## src/rtl/key_move_pkg.sv

```systemverilog
// Scan-code constants, direction indices and parser state encoding shared by
// the key movement scheduler and its testbench.
package key_move_pkg;

  localparam logic [7:0] SC_EXT   = 8'hE0;
  localparam logic [7:0] SC_BRK   = 8'hF0;
  localparam logic [7:0] SC_LEFT  = 8'h6B;
  localparam logic [7:0] SC_RIGHT = 8'h74;
  localparam logic [7:0] SC_UP    = 8'h75;
  localparam logic [7:0] SC_DOWN  = 8'h72;
  localparam logic [7:0] SC_A     = 8'h1C;
  localparam logic [7:0] SC_D     = 8'h23;
  localparam logic [7:0] SC_W     = 8'h1D;
  localparam logic [7:0] SC_S     = 8'h1B;

  localparam logic [1:0] DIR_LEFT  = 2'd0;
  localparam logic [1:0] DIR_RIGHT = 2'd1;
  localparam logic [1:0] DIR_UP    = 2'd2;
  localparam logic [1:0] DIR_DOWN  = 2'd3;

  typedef enum logic [1:0] {
    PS_IDLE,
    PS_EXT,
    PS_BRK,
    PS_EXT_BRK
  } parse_state_e;

  typedef struct packed {
    logic       hit;
    logic [1:0] dir;
  } dir_hit_t;

  function automatic dir_hit_t arrow_lookup(input logic [7:0] code);
    dir_hit_t r;
    r = '{hit: 1'b1, dir: DIR_LEFT};
    case (code)
      SC_LEFT:  r.dir = DIR_LEFT;
      SC_RIGHT: r.dir = DIR_RIGHT;
      SC_UP:    r.dir = DIR_UP;
      SC_DOWN:  r.dir = DIR_DOWN;
      default:  r.hit = 1'b0;
    endcase
    return r;
  endfunction

  function automatic dir_hit_t wasd_lookup(input logic [7:0] code);
    dir_hit_t r;
    r = '{hit: 1'b1, dir: DIR_LEFT};
    case (code)
      SC_A:    r.dir = DIR_LEFT;
      SC_D:    r.dir = DIR_RIGHT;
      SC_W:    r.dir = DIR_UP;
      SC_S:    r.dir = DIR_DOWN;
      default: r.hit = 1'b0;
    endcase
    return r;
  endfunction

endpackage

```

## src/rtl/key_move_scheduler_if.sv

```systemverilog
// Keyboard-in / movement-out bundle between the PS/2 front end, the scheduler
// and the VGA drawing logic.
interface key_move_scheduler_if #(
  parameter int POS_W = 10
);
  logic [7:0]       key_data;
  logic             key_pressed;
  logic             enable;
  logic [3:0]       held;
  logic             left;
  logic             right;
  logic             up;
  logic             down;
  logic [POS_W-1:0] pos_x;
  logic [POS_W-1:0] pos_y;

  modport master (
    output key_data, key_pressed, enable,
    input  held, left, right, up, down, pos_x, pos_y
  );

  modport slave (
    input  key_data, key_pressed, enable,
    output held, left, right, up, down, pos_x, pos_y
  );
endinterface

```

## src/rtl/dir_rr_arbiter.sv

```systemverilog
// Combinational 4-way round-robin picker: first set request at or after ptr,
// wrapping, with the pointer advanced past the winner.
module dir_rr_arbiter (
  input  logic [3:0] req,
  input  logic [1:0] ptr,
  input  logic       valid,
  output logic [3:0] grant,
  output logic [1:0] grant_idx,
  output logic [1:0] ptr_next
);

  logic       found;
  logic [1:0] cand;

  always_comb begin
    grant     = '0;
    grant_idx = ptr;
    ptr_next  = ptr;
    found     = 1'b0;
    cand      = ptr;
    for (int i = 0; i < 4; i++) begin
      cand = ptr + 2'(i);
      if (valid && !found && req[cand]) begin
        found       = 1'b1;
        grant[cand] = 1'b1;
        grant_idx   = cand;
        ptr_next    = cand + 2'd1;
      end
    end
  end

endmodule

```

## src/rtl/key_move_scheduler.sv

```systemverilog
// Turns PS/2 scan codes into a held-direction bitmap, then grants one held
// direction per movement tick as a one-cycle pulse plus a clamped sprite move.
module key_move_scheduler
  import key_move_pkg::*;
#(
  parameter int TICK_DIV = 2500000,
  parameter int POS_W    = 10,
  parameter int X_MAX    = 639,
  parameter int Y_MAX    = 479,
  parameter int X_INIT   = 320,
  parameter int Y_INIT   = 240,
  parameter int STEP     = 4
) (
  input logic                 clock,
  input logic                 reset,
  key_move_scheduler_if.slave bus
);

  localparam int               CNT_W    = $clog2(TICK_DIV);
  localparam logic [CNT_W-1:0] CNT_LAST = CNT_W'(TICK_DIV - 1);
  localparam logic [POS_W:0]   STEP_W   = (POS_W + 1)'(STEP);
  localparam logic [POS_W:0]   X_MAX_W  = (POS_W + 1)'(X_MAX);
  localparam logic [POS_W:0]   Y_MAX_W  = (POS_W + 1)'(Y_MAX);

  parse_state_e     state_q, state_d;
  logic [3:0]       held_q, held_d;
  logic [CNT_W-1:0] cnt_q, cnt_d;
  logic [1:0]       rr_q, rr_d;
  logic [3:0]       pulse_q, pulse_d;
  logic [POS_W-1:0] pos_x_q, pos_x_d;
  logic [POS_W-1:0] pos_y_q, pos_y_d;

  logic             tick;
  logic [3:0]       grant;
  logic [1:0]       grant_idx;
  logic [1:0]       rr_next;
  dir_hit_t         arrow_hit;
  dir_hit_t         wasd_hit;
  logic [POS_W:0]   x_ext;
  logic [POS_W:0]   y_ext;

  // Prefix bytes only steer the state; the final code of a sequence edits held.
  always_comb begin
    state_d   = state_q;
    held_d    = held_q;
    arrow_hit = arrow_lookup(bus.key_data);
    wasd_hit  = wasd_lookup(bus.key_data);
    if (bus.key_pressed) begin
      case (state_q)
        PS_IDLE: begin
          if (bus.key_data == SC_EXT)      state_d = PS_EXT;
          else if (bus.key_data == SC_BRK) state_d = PS_BRK;
          else if (wasd_hit.hit)           held_d[wasd_hit.dir] = 1'b1;
        end
        PS_EXT: begin
          if (bus.key_data == SC_BRK)      state_d = PS_EXT_BRK;
          else if (bus.key_data == SC_EXT) state_d = PS_EXT;
          else begin
            if (arrow_hit.hit) held_d[arrow_hit.dir] = 1'b1;
            state_d = PS_IDLE;
          end
        end
        PS_BRK: begin
          if (wasd_hit.hit) held_d[wasd_hit.dir] = 1'b0;
          state_d = PS_IDLE;
        end
        PS_EXT_BRK: begin
          if (arrow_hit.hit) held_d[arrow_hit.dir] = 1'b0;
          state_d = PS_IDLE;
        end
        default: state_d = PS_IDLE;
      endcase
    end
  end

  always_comb begin
    tick  = bus.enable && (cnt_q == CNT_LAST);
    cnt_d = cnt_q;
    if (bus.enable) cnt_d = (cnt_q == CNT_LAST) ? '0 : cnt_q + 1'b1;
  end

  // Arbitration sees held_q, so a same-cycle release still gets its last tick.
  dir_rr_arbiter u_arb (
    .req      (held_q),
    .ptr      (rr_q),
    .valid    (tick),
    .grant    (grant),
    .grant_idx(grant_idx),
    .ptr_next (rr_next)
  );

  always_comb begin
    rr_d    = rr_next;
    pulse_d = grant;
    pos_x_d = pos_x_q;
    pos_y_d = pos_y_q;
    x_ext   = {1'b0, pos_x_q};
    y_ext   = {1'b0, pos_y_q};
    if (|grant) begin
      case (grant_idx)
        DIR_LEFT:  pos_x_d = (x_ext < STEP_W) ? '0 : POS_W'(x_ext - STEP_W);
        DIR_RIGHT: pos_x_d = (x_ext + STEP_W > X_MAX_W) ? POS_W'(X_MAX_W)
                                                        : POS_W'(x_ext + STEP_W);
        DIR_UP:    pos_y_d = (y_ext < STEP_W) ? '0 : POS_W'(y_ext - STEP_W);
        default:   pos_y_d = (y_ext + STEP_W > Y_MAX_W) ? POS_W'(Y_MAX_W)
                                                        : POS_W'(y_ext + STEP_W);
      endcase
    end
  end

  always_ff @(posedge clock) begin
    if (reset) begin
      state_q <= PS_IDLE;
      held_q  <= '0;
      cnt_q   <= '0;
      rr_q    <= '0;
      pulse_q <= '0;
      pos_x_q <= POS_W'(X_INIT);
      pos_y_q <= POS_W'(Y_INIT);
    end else begin
      state_q <= state_d;
      held_q  <= held_d;
      cnt_q   <= cnt_d;
      rr_q    <= rr_d;
      pulse_q <= pulse_d;
      pos_x_q <= pos_x_d;
      pos_y_q <= pos_y_d;
    end
  end

  assign bus.held  = held_q;
  assign bus.left  = pulse_q[0];
  assign bus.right = pulse_q[1];
  assign bus.up    = pulse_q[2];
  assign bus.down  = pulse_q[3];
  assign bus.pos_x = pos_x_q;
  assign bus.pos_y = pos_y_q;

endmodule
```

## src/flat_wrapper.sv

```systemverilog
// flat-port wrapper written by rule: the top's interface ports become plain ports
module key_move_scheduler_flat import key_move_pkg::*;
#(
  parameter int TICK_DIV = 2500000,
  parameter int POS_W    = 10,
  parameter int X_MAX    = 639,
  parameter int Y_MAX    = 479,
  parameter int X_INIT   = 320,
  parameter int Y_INIT   = 240,
  parameter int STEP     = 4
)
  (clock, reset, bus_key_data, bus_key_pressed, bus_enable, bus_held, bus_left, bus_right, bus_up, bus_down, bus_pos_x, bus_pos_y);
  key_move_scheduler_if #(.POS_W(POS_W)) bus_i ();
  input logic clock;
  input logic reset;
  input wire logic [$bits(bus_i.key_data)-1:0] bus_key_data;
  input wire logic [$bits(bus_i.key_pressed)-1:0] bus_key_pressed;
  input wire logic [$bits(bus_i.enable)-1:0] bus_enable;
  output wire logic [$bits(bus_i.held)-1:0] bus_held;
  output wire logic [$bits(bus_i.left)-1:0] bus_left;
  output wire logic [$bits(bus_i.right)-1:0] bus_right;
  output wire logic [$bits(bus_i.up)-1:0] bus_up;
  output wire logic [$bits(bus_i.down)-1:0] bus_down;
  output wire logic [$bits(bus_i.pos_x)-1:0] bus_pos_x;
  output wire logic [$bits(bus_i.pos_y)-1:0] bus_pos_y;
  assign bus_i.key_data = bus_key_data;
  assign bus_i.key_pressed = bus_key_pressed;
  assign bus_i.enable = bus_enable;
  assign bus_held = bus_i.held;
  assign bus_left = bus_i.left;
  assign bus_right = bus_i.right;
  assign bus_up = bus_i.up;
  assign bus_down = bus_i.down;
  assign bus_pos_x = bus_i.pos_x;
  assign bus_pos_y = bus_i.pos_y;
  key_move_scheduler #(.TICK_DIV(TICK_DIV), .POS_W(POS_W), .X_MAX(X_MAX), .Y_MAX(Y_MAX), .X_INIT(X_INIT), .Y_INIT(Y_INIT), .STEP(STEP)) u_core (.clock(clock), .reset(reset), .bus(bus_i));
endmodule
```

## config.mk

```make
export PLATFORM = sky130hd
export DESIGN_NAME = key_move_scheduler_flat
export DESIGN_NICKNAME = d
export VERILOG_FILES = /design/src/rtl/key_move_pkg.sv /design/src/rtl/key_move_scheduler_if.sv /design/src/rtl/dir_rr_arbiter.sv /design/src/rtl/key_move_scheduler.sv /design/src/flat_wrapper.sv
export SDC_FILE = /design/constraint.sdc
export NUM_CORES = 1
export LEC_CHECK = 0
export CAP_MARGIN = 20
export CORE_UTILIZATION = 55
export DETAILED_ROUTE_END_ITERATION = 8
export PLACE_DENSITY_LB_ADDON = 0.25
export SKIP_CTS_REPAIR_TIMING = 1
export SYNTH_ARGS = -nofsm -noshare
export SYNTH_HDL_FRONTEND = slang
export SYNTH_SLANG_ARGS = --single-unit
```

## constraint.sdc

```tcl
create_clock -name clock -period 3.72 [get_ports clock]
set_input_delay 0.372 -clock clock [delete_from_list [all_inputs] [get_ports clock]]
set_output_delay 0.372 -clock clock [all_outputs]
set_load 0.01 [all_outputs]
```

## Word-level counts from Yosys, hierarchy flattened

Cells that the tools add are included.

- Register bits: 54
- Logic and storage cells: 158
- Input bits: 12
- Output and inout bits: 28

- Reductions and logical operators: 30
- Mux-type cells: 59
- Add/sub/neg operators: 11
- Bitwise logic cells: 10
- Equality and inequality tests: 25
- Magnitude comparators: 16

Operators with widths:

| operator | count |
|---|---|
| 4-bit two-way mux | 12 |
| 10-bit two-way mux | 4 |
| 10-bit one-hot mux with 2 select lines | 2 |
| 8-bit by 7-bit equality test with 1-bit output (second input constant) | 4 |
| 8-bit by 5-bit equality test with 1-bit output (second input constant) | 3 |
| 10-bit by 3-bit adder with 11-bit output (second input constant) | 2 |
| 22-bit by 1-bit adder with 22-bit output (second input constant) | 1 |
| 22-bit equality test (second input constant) | 1 |
| 22-bit two-way mux | 1 |
| 10-bit by 3-bit less-than comparator with 1-bit output (second input constant) | 2 |
| 2-bit two-way mux | 10 |
| 4-bit bitwise OR | 5 |
| 10-bit by 3-bit subtractor with 10-bit output (second input constant) | 2 |
| 2-bit by 3-bit less-than comparator with 1-bit output (second input constant) | 6 |
| 2-bit one-hot mux with 3 select lines | 3 |
| 8-bit equality test (second input constant) | 2 |
| 1-bit two-way mux | 16 |
| 4-bit one-hot mux with 4 select lines | 1 |
| 1-bit logical AND | 14 |
| 1-bit demux with 2-bit select | 6 |
| 2-bit by 1-bit >= comparator with 1-bit output (second input constant) | 6 |
| 4-bit OR reduction | 3 |
| 11-bit by 10-bit greater-than comparator with 1-bit output (second input constant) | 1 |
| 11-bit by 9-bit greater-than comparator with 1-bit output (second input constant) | 1 |
| other kinds (19) | 43 |

## Longest topological paths before layout

- Word-level depth: 20
- Gate-level depth with buffers: 15

## By module

Synthesis repeated with hierarchy kept, for this count alone.

- Cells, all modules: 476
- Area total of the unflattened synthesis: 3,744.8 um2

By module, submodules not included:

| module | cells an instance | times used | area an instance (um2) |
|---|---|---|---|
| key_move_scheduler | 399 | 1 | 3,174.3 |
| dir_rr_arbiter | 77 | 1 | 570.5 |

## Worst setup path after synthesis

OpenSTA, ideal clock, no wires.

- Path type: flip-flop to flip-flop
- Start point: reg u_core.rr_q[0]
- End point: reg u_core.pos_y_q[9], in the netlist u_core.bus.pos_y[9]
- Stages on the path, launching flop included: 14
- Path buffers: 3
- Clock period less this slack: 3,273 ps
- Arrival time: 3,141 ps
- Setup slack: 447 ps
- Cell sequence: dfxtp_1 buf_2 inv_1 ha_1 buf_2 mux4_2 or3_1 a21o_1 a211oi_2 nor2_1 nand2_1 buf_2 nand4b_1 a21oi_1

- Longest elaborated chain between the ends: 20

RTL lines:

| element | RTL line | text |
|---|---|---|
| start: declaration | key_move_scheduler.sv:28 | `logic [1:0] rr_q, rr_d;` |
| start signal: assignment | key_move_scheduler.sv:124 | `rr_q <= rr_d;` |
| branches (longest 20 deep; another with 2-bit by 3-bit less-than comparator with 1-bit output) | n/a |  |
| end signal: assignment | key_move_scheduler.sv:119 | `pos_y_q <= POS_W'(Y_INIT);` |
| end signal: assignment | key_move_scheduler.sv:127 | `pos_y_q <= pos_y_d;` |
| end: declaration | key_move_scheduler.sv:31 | `logic [POS_W-1:0] pos_y_q, pos_y_d;` |

Parallel ways; which one is timed is not known. The select of a mux whose other input is x is not followed.
A chain may end at the register's enable or synchronous reset.

## Worst setup path after layout

- Start point: reg u_core.rr_q[1]
- End point: reg u_core.pos_y_q[6], in the netlist u_core.bus.pos_y[6]

The elaborated chain is that of the path after synthesis.

==> results.md <==
- Setup Skew: 9.60 ps
- Post-DP Area: 4490 um^2
- Number of enable flip-flop cells after synthesis: 0
- # setup viols final: 0
- Area added between synthesis and finish: 13.3%
- Hold WC Path Type: register to register
- Synth Warn #: 0
- Clock Pin Slew Worst Setup and Hold Paths: 100 ps
- Clock tree from TritonCTS: done
- Die Footprint: between 7000 and 8000 um^2
- Wire per inst: around 15 um
- Vias in the first global route: ~3600
- Fin. Hold Viols: 0
- Arr. time, crit path: 3600 ps
- Total Neg Setup Slack: 0 ps
- CP cell instances: inv_1, ha_1, mux4_2, or2_1, nor4_2, a211oi_1, nor2_1, buf_4, nand2_1, o21bai_1, a211o_1
- Met2 usage: roughly 43%
- Commonest cells post-synth: nor2_1 (67), dfxtp_1 (52), nand2_1 (51)
- Final instance area: 4590 um^2
- Register area share after synthesis: between 20% and 30%
- Avg Cell Area, Syn: 7.42 um^2
- Crit path largest cell delay: 470 ps
- Drt total wl: 9870 um
- Buf/Inv on CP: 2
- Crit path max-delay family: simple AND/OR/NAND/NOR gates
- CP endpoint: u_core.bus.pos_y[6]$_SDFFE_PP1P_
- Mapped Nets: about 570
- Non-filler cells, final: 664
- Top cells by area, synth: dfxtp_1 (26%), nor2_1 (6.2%), a21oi_1 (5.2%)
- Synth cell types: 67
- Startpoint Class: register
- Reg-to-reg slack, setup: 320 ps
- Static Leak: 1.61 nW
- Pre-CTS setup slack: 197 ps
- Die width: 87.9 um
- Routed via count: 4108
- Max-slew headroom: 52.0%
- DR pass1 iterations: 5
- Worst Tran Pin Value: around 710 ps
- Critical path's slowest cell: dfxtp_2
- Max VDD drop: 0.000215 V
- Max Cap Viol: 0
- Most common flop cell mapped by yosys: dfxtp_1
- Internal: 718 uW
- Yosys top cell by area: dfxtp_1
- GRT Residual Overflow: 0
- Crit-path max FO: 10
- Fmax: 294 MHz
- Critical path depth: 11
- Initial antenna violation count: 0
- First-pass GRT wire length: 16300 um
- DIE HEIGHT: 87.9 um
- Fill cells: 626
- CP Launch Point: u_core.rr_q[1]$_SDFFE_PP0P_
- Core area: 6940 um^2
- Final Cycle Share: roughly nine tenths
- Layout cells sized above 1: 6.69%
- Cell with the most instances after synthesis: nor2_1
- Clock Power Share: 35.0%
- Clk root buf: clkbuf_8
- Via density: 6.19
- RSZ-0062 raised after global routing: no
- DR iter-0 viols: 252
- DRC viols: 0
- Met3 Usage GRT: 3.96%
- IO Pins: 40
- All-Layer GR Usage: 25.9%
- CTS sink count: 52
- DP Wirelength: 7100 um
- Post-synthesis async set-or-reset flop share: 0%
- Gp weighted congestion: approximately 0.93
- # nets final: 593
- GRT busiest layer: met2
- Ant diodes: 0
- H-tree levels: 2
- Worst skew pair latency: 310 ps
- Number of port buffers: 39
- Final Max Slew Viols: 0
- Worst setup EP type: register
- Placed cells: 656
- Post-synthesis cell area: 4050 um^2
- Core Util, Final: 66.1%
- Seq pwr share: 59.4%
- Status: finished, final reports clean
- Final worst setup slack: 321 ps
- Cell count after synthesis: 546
- Gate power share: 5.6%
- Pwr dens: 206 nW/um^2
- Worst EP required: 3920 ps
- Clk buf depth: 2
- Critical path type: register to register
- Sw frac: about 24%
- Switching pwr: 230 uW
- Initial Util: 58.4%
- Routed Antenna Nets: 0
- R2R depth: 11
- Crit path time final: 3400 ps
- Flops & latches, synth: 52
- Yosys top cell area share: 25.7%
- Reg-to-Reg Start: u_core.rr_q[1]$_SDFFE_PP0P_
- Crit Reg-Reg Endpoint: u_core.bus.pos_y[6]$_SDFFE_PP1P_
- Largest net degree at the start of global routing: 27
- Met1 usage: between 30% and 40%
- Row count: 30
- Inserted Clock Buffers: 5
worst register-to-register path, stage by stage, from the launching register on:
cell      delay, ps
dfxtp_2         470
inv_1           120
ha_1            450
mux4_2          380
or2_1           310
nor4_2          360
a211oi_1        110
nor2_1          190
buf_4           180
nand2_1         200
o21bai_1        250
a211o_1         290
power by group through the flow:
stage | Combinational [mW] | Clock (mW) | Sequential (mW)
after CTS | 0.0525 | 0.340 | 0.564
after global placement | 0.0503 | 0 | 0.576
after floorplan | 0.0311 | 0 | 0.575
after global routing | 0.0588 | 0.363 | 0.564
final | 0.0528 | 0.332 | 0.564
after detailed placement | 0.0524 | 0 | 0.576
metrics by stage:
step	power [mW]	hold WS, ps
2_1_floorplan	0.606	445
3_3_place_gp	0.626	477
3_5_place_dp	0.629	486
4_1_cts	0.956	500
5_1_grt	0.986	533
6_report	0.948	499
metal layers:
| layer | up-vias | wire (um) |
|---|---|---|
| li1 | 2029 | - |
| met1 | 1924 | 4640 |
| met2 | 138 | 4580 |
| met3 | 17 | 537 |
| met4 | 0 | 115 |
| met5 | - | 0 |
registers in the layout (all words and copies together) (netlist names):
signal            count
u_core.cnt_q         22
u_core.bus.pos_x      9
u_core.bus.pos_y      9
u_core.bus.held       4
u_core.pulse_q        4
u_core.rr_q           2
u_core.state_q        2
worst min path at each step:
stage / from / endpoint / depth (start not counted)
6_report: u_core.state_q[1]$_SDFFE_PP0P_ / u_core.state_q[1]$_SDFFE_PP0P_ / 2
5_1_grt: u_core.state_q[1]$_SDFFE_PP0P_ / u_core.state_q[1]$_SDFFE_PP0P_ / 2
4_1_cts: u_core.state_q[1]$_SDFFE_PP0P_ / u_core.state_q[1]$_SDFFE_PP0P_ / 2
3_5_place_dp: u_core.state_q[1]$_SDFFE_PP0P_ / u_core.state_q[1]$_SDFFE_PP0P_ / 2
3_3_place_gp: u_core.state_q[1]$_SDFFE_PP0P_ / u_core.state_q[1]$_SDFFE_PP0P_ / 2
2_1_floorplan: u_core.state_q[1]$_SDFFE_PP0P_ / u_core.state_q[1]$_SDFFE_PP0P_ / 2
cell type report:
class                      instances  area [um^2]  area share (%)
multi-input combinational        442         2800            61.0
sequential                        52         1040            22.7
timing repair buffer              51          480            10.5
tap                               96          120            2.62
clock buffer                       5         68.8            1.50
inverter                          15         56.3            1.23
clock inverter                     3         22.5           0.490
layout by cell type (no fill, tap or decap), types with 4 or more instances in the layout:
| cell type | instances |
|---|---|
| mux2i_1 | 11 |
| nand3b_1 | 4 |
| o21ai_0 | 13 |
| a31oi_1 | 5 |
| nand4b_1 | 4 |
| and2_1 | 7 |
| nor4b_1 | 4 |
| clkbuf_8 | 5 |
| o31ai_1 | 4 |
| mux4_2 | 4 |
| inv_1 | 15 |
| nor3_1 | 25 |
| ha_1 | 14 |
| and3_1 | 6 |
| nand4_1 | 15 |
| dfxtp_1 | 51 |
| nor2b_1 | 7 |
| nor2_1 | 67 |
| clkdlybuf4s50_1 | 39 |
| xor2_1 | 21 |
| nand2_1 | 51 |
| xnor2_1 | 7 |
| or3_1 | 5 |
| nor4_1 | 13 |
| a21oi_1 | 42 |
| o211ai_1 | 6 |
| o21ai_1 | 12 |
| buf_4 | 12 |
| nor3b_1 | 6 |
| a211oi_1 | 5 |
| nand3_1 | 24 |
| nor4bb_1 | 4 |
cells by family after synthesis:
logic type | Yosys count | share of synthesized area [%]
AO/OA/AOI/OAI | 121 | 19.0
XOR/XNOR | 28 | 6.05
adder cells (fa/ha/maj) | 14 | 4.32
buffers and inverters | 52 | 5.52
flip-flops | 52 | 25.7
multiplexers | 18 | 5.77
AND/OR/NAND/NOR | 261 | 33.6
Note: power is estimated with default switching activity, not from simulation.
